$ cat config.mk
export PLATFORM = sky130hd
export DESIGN_NAME = cv_output_framer
export DESIGN_NICKNAME = d
export VERILOG_FILES = /design/src/rtl/cv_output_framer.sv
export SDC_FILE = /design/constraint.sdc
export NUM_CORES = 1
export LEC_CHECK = 0
export CAP_MARGIN = 20
export CORE_MARGIN = 2
export CORE_UTILIZATION = 58
export CTS_BUF_LIST = sky130_fd_sc_hd__clkbuf_8
export CTS_CLUSTER_SIZE = 25
export DETAILED_ROUTE_END_ITERATION = 6
export PLACE_DENSITY = 0.89
export SLEW_MARGIN = 10
export SYNTH_ARGS = -nofsm -noshare
export SYNTH_HDL_FRONTEND = slang
export SYNTH_SLANG_ARGS = --single-unit
$ cat constraint.sdc
create_clock -name clk -period 2.9 [get_ports clk]
set_input_delay 0.435 -clock clk [delete_from_list [all_inputs] [get_ports clk]]
set_output_delay 0.435 -clock clk [all_outputs]
set_load 0.005 [all_outputs]
$ cat src/rtl/cv_output_framer.sv
// Frames 16-bit ciphertext words into bytes: header, MSB-first data bytes, then an XOR checksum byte.
// Latency: the header appears 2 cycles after the first word is accepted; one byte per cycle after that.
// Backpressure: out_* holds stable while out_ready is low; in_ready only falls while the single hold word is still unsent.
module cv_output_framer #(
    parameter int          FRAME_WORDS = 4,
    parameter logic [7:0]  HEADER      = 8'hA5
) (
    input  logic        clk,
    input  logic        rst,
    input  logic [15:0] in_data,
    input  logic        in_valid,
    output logic        in_ready,
    output logic [7:0]  out_data,
    output logic        out_valid,
    input  logic        out_ready,
    output logic        out_sof,
    output logic        out_eof,
    output logic [15:0] frame_cnt
);

    typedef enum logic [2:0] {IDLE, HDR, HI, LO, CHK} state_t;

    state_t      state;
    logic        hold_vld;
    logic [15:0] hold_data;
    logic [7:0]  chk;
    logic [7:0]  word_cnt;
    logic        in_acc;
    logic        out_fire;
    logic        last_word;

    // The low byte leaving the hold register frees it in the same cycle, so the
    // next word can load without a bubble.
    assign in_ready  = !hold_vld || (state == LO && out_ready);
    assign in_acc    = in_valid && in_ready;
    assign out_fire  = out_valid && out_ready;
    assign last_word = (word_cnt == 8'(FRAME_WORDS - 1));

    always_comb begin
        out_valid = 1'b0;
        out_data  = 8'h00;
        out_sof   = 1'b0;
        out_eof   = 1'b0;
        case (state)
            HDR: begin
                out_valid = 1'b1;
                out_data  = HEADER;
                out_sof   = 1'b1;
            end
            HI: begin
                out_valid = hold_vld;
                out_data  = hold_data[15:8];
            end
            LO: begin
                out_valid = 1'b1;
                out_data  = hold_data[7:0];
            end
            CHK: begin
                out_valid = 1'b1;
                out_data  = chk;
                out_eof   = 1'b1;
            end
            default: ;
        endcase
    end

    always_ff @(posedge clk or posedge rst) begin
        if (rst) begin
            state     <= IDLE;
            hold_vld  <= 1'b0;
            hold_data <= 16'h0000;
            chk       <= 8'h00;
            word_cnt  <= 8'h00;
            frame_cnt <= 16'h0000;
        end else begin
            if (in_acc) begin
                hold_data <= in_data;
                hold_vld  <= 1'b1;
            end else if (state == LO && out_fire) begin
                hold_vld  <= 1'b0;
            end

            case (state)
                IDLE: if (hold_vld) state <= HDR;
                HDR:  if (out_fire) state <= HI;
                HI: if (out_fire) begin
                    chk   <= chk ^ out_data;
                    state <= LO;
                end
                LO: if (out_fire) begin
                    chk <= chk ^ out_data;
                    if (last_word) begin
                        word_cnt <= 8'h00;
                        state    <= CHK;
                    end else begin
                        word_cnt <= word_cnt + 8'd1;
                        state    <= HI;
                    end
                end
                CHK: if (out_fire) begin
                    chk       <= 8'h00;
                    frame_cnt <= frame_cnt + 16'd1;
                    state     <= IDLE;
                end
                default: state <= IDLE;
            endcase
        end
    end

endmodule
---- Word level (Yosys, flattened, before mapping) ----
Cells that the tools add are included.
word-level totals
  register bits after elaboration ......... 52
  bits of input ports ..................... 20
  output and inout bits ................... 28
  word-level logic and storage cells ...... 52
operators by class
  add/sub/neg operators ................... 2
  equality and inequality tests ........... 11
  mux-type cells .......................... 17
  bitwise gates (word level) .............. 1
  reductions and logical operators ........ 15
operators with widths
  operator               count
  $pmux 8 s4             1
  $mux 8                 3
  $mux 3                 6
  $add 16x1->16 const B  1
  $pmux 8 s2             1
  $pmux 3 s5             1
  $ne 2x2->1 const B     5
  $add 8x1->8 const B    1
  $eq 8x2->1 const B     1
  $xor 8x8->8            1
  $eq 3x2->1 const B     2
  $reduce_and 5->1       1
  $logic_and 1x1->1      4
  $mux 1                 4
  $reduce_and 2->1       2
  $reduce_bool 2->1      2
  $eq 3x1->1 const B     1
  $eq 3x3->1 const B     1
  $logic_not 3->1        1
  $reduce_and 3->1       1
  $reduce_or 3->1        1
  $ne 2x1->1 const B     1
  $pmux 1 s2             1
  $reduce_or 2->1        1
  other kinds (2)        2

---- Depth between registers and ports, before layout ----
Gate-level depths: netlist of the first run.
  depth after elaboration ................. 7
  mapped depth ............................ 8
  gate-level depth less buffers ........... 5

---- Worst setup path before layout of the first run ----
OpenSTA, ideal clock, no wires.
  kind .................................... register -> register
  start point ............................. reg word_cnt[0]
  end point ............................... reg state[1]
  setup time .............................. 0.130 ns
  arrival ................................. 1.649 ns
  data required time ...................... 2.770 ns
  setup slack ............................. 1.121 ns
  stages on the path, launching flop included .. 6
  path through ............................ dfrtp_1 > ha_1 > or4b_2 > nor4_2 > and4_1 > nor3_1
between the ends
  longest elaborated chain between the ends .. 4
ends and longest elaborated chain
  item                    RTL line  source
  start, declared         27        logic [7:0] word_cnt;
  start signal, assigned  96        word_cnt <= word_cnt + 8'd1;
  $eq 8x2->1              37        assign last_word = (word_cnt == 8'(FRAME_WORDS - 1));
  $mux 3                  92        if (last_word) begin
  $mux 3                  90        LO: if (out_fire) begin
  $pmux 3 s5              83        case (state)
  end signal, assigned    84        IDLE: if (hold_vld) state <= HDR;
  end signal, assigned    85        HDR: if (out_fire) state <= HI;
  end signal, assigned    94        state <= CHK;
  end, declared           23        state_t state;
No other way between the ends. The select of a mux whose other input is x is not followed.
A chain may end at the register's enable or synchronous reset.

---- Worst setup path after layout of the first run ----
  start point ............................. reg state[1]
  end point ............................... out out_data[4]
between the ends
  longest elaborated chain between the ends .. 2
  elaborated cells on any way between the ends .. 5
  those cells by class .................... eq/ne: 4; mux: 1
ends and longest elaborated chain
  item                                      RTL line  source
  start signal, assigned                    69        state <= IDLE;
  start signal, assigned                    84
  start signal, assigned                    85
  $eq 3x3->1, or another cell as far along  44        case (state)
  $pmux 8 s4 *                              44
  end, declared                             13        output logic [7:0] out_data,
Every way passes the cells marked *; elsewhere a longest branch is shown, timed or not.

==> results of run 1 <==
[critical path: stages, from the launching register on]
cell             delay (ns)
dfrtp_1                0.54
or3b_1                 0.61
inv_4                  0.16
o2bb2ai_1              0.16
clkdlybuf4s50_1        0.54
[layout make-up]
type                    instances  area, sq um
fillers                       298          991
multi-input cells             143         1110
clock buffers                   6         82.6
well taps                      50         62.6
clock inverters                 2         15.0
inverters                       3         13.8
repair buffers                 52          508
flip-flops and latches         52         1300
[kinds of logic after synthesis]
kind of cell | Yosys count | share of synthesized area
buf+inv | 14 | 0.0346
flops | 52 | 0.521
xor+xnor | 28 | 0.0981
simple gates | 79 | 0.207
mux | 21 | 0.0926
compound gates | 13 | 0.0366
fa+ha+maj | 2 | 0.0100
[how the worst max path moves through the flow]
stage / start / to / slack (ns) / depth (start not counted)
floorplan: word_cnt[0] / state[1] / 1.12 / 5
global placement: state[2] / out_data[1] / 0.53 / 4
detailed placement: state[2] / out_data[6] / 0.50 / 4
CTS: state[2] / out_data[4] / 0.13 / 4
global route: state[1] / out_data[6] / 0.04 / 4
finish: state[1] / out_data[4] / 0.17 / 4
[power by group through the flow]
stage               Sequential, mW  Clock, mW  Combinational (mW)
finish                        1.16      0.428                1.09
global route                  1.20      0.474                1.19
CTS                           1.16      0.441                1.11
detailed placement            1.17          0                1.09
global placement              1.16          0                1.06
floorplan                     1.09          0               0.719
[sequential cells by signal, summed over array words and instances, names as in the netlist]
name and count:
hold_vld 1, chk 8, frame_cnt 16, word_cnt 8
state 3, hold_data 16
[metal layers]
metal / GRT usage / routed length [microns] / vias to the layer above
met5: 0 / 0 / -
met4: 0.0769 / 36 / 0
met3: 0.0596 / 241 / 4
met2: 0.355 / 2430 / 54
met1: 0.278 / 2130 / 849
li1: - / - / 843
[cell usage after synthesis (all sizes together)]
cell type and n:
a211oi 1, a21o 2, a21oi 3, and2 3, and3 3, and4 2, and4b 1, buf 7
clkbuf 4, dfrtp 52, ha 2, inv 3, mux2 17, mux2i 4, nand2 15, nand2b 3
nand3 16, nand3b 4, nand4 11, nand4b 1, nor2 3, nor3 4, nor4 2, o21ai 3
o2bb2ai 4, or3b 2, or4b 1, or4bb 8, xnor2 27, xor2 1
[stage by stage]
| stage | cell area (sq um) | util | hold slack (ns) | power [mW] | instances |
|---|---|---|---|---|---|
| 2_1_floorplan | 2500 | - | 0.439 | 1.81 | 209 |
| 3_3_place_gp | 3000 | 0.733 | 0.456 | 2.21 | 300 |
| 3_5_place_dp | 3000 | 0.733 | 0.460 | 2.27 | 300 |
| 4_1_cts | 3090 | 0.757 | 0.476 | 2.71 | 308 |
| 5_1_grt | 3100 | 0.758 | 0.500 | 2.87 | 308 |
| 6_report | 3100 | 0.758 | 0.475 | 2.68 | 308 |
==> results.py, run 1 <==
metrics = {
    "placement": {
        "pre_cts_slack_ns": 0.496,
        "portBuffers": 47,
        "dp.final_hpwl_microns": 3510,
        "globalplace.congestion": 0.782,
    },
    "power_and_ir_drop": {
        "max-vdd-ir-drop_v": 0.000699,
        "internal_power_mw": 1.79,
        "p_clk_frac": 0.160,
        "swShare": 0.330,
        "leakagePower_nw": 1.30,
        "power.switching_uw": 886,
        "comb_power_share": 0.407,
        "power_density_nw_per_um2": 866,
        "p_seq_frac": 0.433,
    },
    "cells_and_area": {
        "final_common_cell": "dfrtp_1",
        "layout_common_cells": "dfrtp_1 (51), clkdlybuf4s50_1 (47), xnor2_1 (27), mux2_2 (17), nand3_1 (16)",
        "layout-drive-gt1-share": 0.155,
        "antenna_cells": 0,
        "fin_nets": 279,
        "synthToLayoutAreaGrowth_pct": 23.9,
    },
    "global_routing": {
        "track_usage": 0.217,
        "grt_pass1_vias": 1758,
        "grt_overflow": 0,
        "grt_pass1_wl_microns": 8340,
        "antenna_found_initial": 0,
        "grt_max_degree": 33,
    },
    "min_path": {
        "min-delay-start": "chk[2]",
        "hp-class": "flop to flop",
        "min_to": "chk[2]",
        "holdPathStages": 1,
    },
    "die": {
        "die_h_microns": 69.6,
        "core_sq_um": 4090,
        "initial_core_util": 0.611,
        "ios": 48,
        "dieWidth_microns": 69.6,
        "dieArea_sq_um": 4850,
        "rows": 23,
    },
    "clock_network": {
        "cts_sinks": 52,
        "cts_max_path_buffers": 2,
        "cts_resized": 0,
        "htreeDepth": 2,
        "clk_pin_slew_ns": 0.08,
        "post-cts-setup-buffers": 0,
        "cts_tree": "built",
        "ctsHoldBuffers": 0,
        "tritoncts.num_buffers": 5,
        "root_buffer": "clkbuf_8",
        "clock_latency_ns": 0.31,
    },
    "timing": {
        "worst_pin_slew_ns": 0.654,
        "finClkSkew_ns": 0.0169,
        "drv_slew": 0,
        "fin_crit_ns": 2.73,
        "setup_viol": 0,
        "hold_viol": 0,
        "setup_tns_ns": 0,
        "relSlewSlack": 0.563,
        "fin_ws_ns": 0.168,
        "rsz0062_at_grt": "false",
        "max_freq_mhz": 366,
        "fin_crit_sh": 0.942,
    },
    "detailed_routing": {
        "vias": 1750,
        "drcViolationCount": 0,
        "vias_per_cell": 5.68,
        "wl_microns": 4830,
        "wl_per_cell_microns": 15.7,
        "initialDrtViolationCount": 87,
        "antenna_left": 0,
        "dr.pass1.iters": 4,
    },
    "setup_path": {
        "ff2ff_setup_slack_ns": 0.83,
        "ff2ff_path_depth": 6,
        "crit_type": "flop to output port",
        "cp_data_arrival_time_ns": 2.30,
        "crit_required_ns": 2.47,
        "worstSetupEndpointType": "output port",
        "r2r-end": "hold_data[11]",
        "worstPathMaxFanout": 17,
        "r2r-start": "state[0]",
        "cp-start-kind": "flop",
    },
    "outcome": {
        "status": "complete, no violations",
    },
    "synth": {
        "ys_seq_area_frac": 0.521,
        "ys_warn_count": 0,
        "synth_top_area_cell": "dfrtp_1",
        "synth_top_area_share": 0.521,
        "avgSynthCellArea_sq_um": 12.0,
        "yosysUniqueCellTypes": 38,
        "syn_area_sq_um": 2500,
        "yosys-top-cells-area": "dfrtp_1 (52%), xnor2_1 (9.5%), mux2_2 (7.7%), or4bb_1 (3.6%), nand3_1 (3.2%)",
        "synth_nets": 231,
        "ys_ff_latch": 52,
        "synth_cells": 209,
    },
    "run": {
        "drv_cap": 0,
    },
}
(Power assumes the default switching activity.)
==> inputs of run 2 (changes only) <==
--- a/config.mk
+++ b/config.mk
@@ -5,7 +5,6 @@
 export SDC_FILE = /design/constraint.sdc
 export NUM_CORES = 1
 export LEC_CHECK = 0
-export CAP_MARGIN = 20
 export CORE_MARGIN = 2
 export CORE_UTILIZATION = 58
 export CTS_BUF_LIST = sky130_fd_sc_hd__clkbuf_8
==> results of run 2 <==
Final layout, timing and power as in run 1 (identical DEF).
==> inputs of run 3 (changes only) <==
--- a/config.mk
+++ b/config.mk
@@ -10,7 +10,9 @@
 export CTS_BUF_LIST = sky130_fd_sc_hd__clkbuf_8
 export CTS_CLUSTER_SIZE = 25
 export DETAILED_ROUTE_END_ITERATION = 6
+export GPL_TIMING_DRIVEN = 1
 export PLACE_DENSITY = 0.89
+export SKIP_LAST_GASP = 1
 export SLEW_MARGIN = 10
 export SYNTH_ARGS = -nofsm -noshare
 export SYNTH_HDL_FRONTEND = slang
==> results of run 3 <==
Final layout, timing and power as in run 1 (identical DEF).
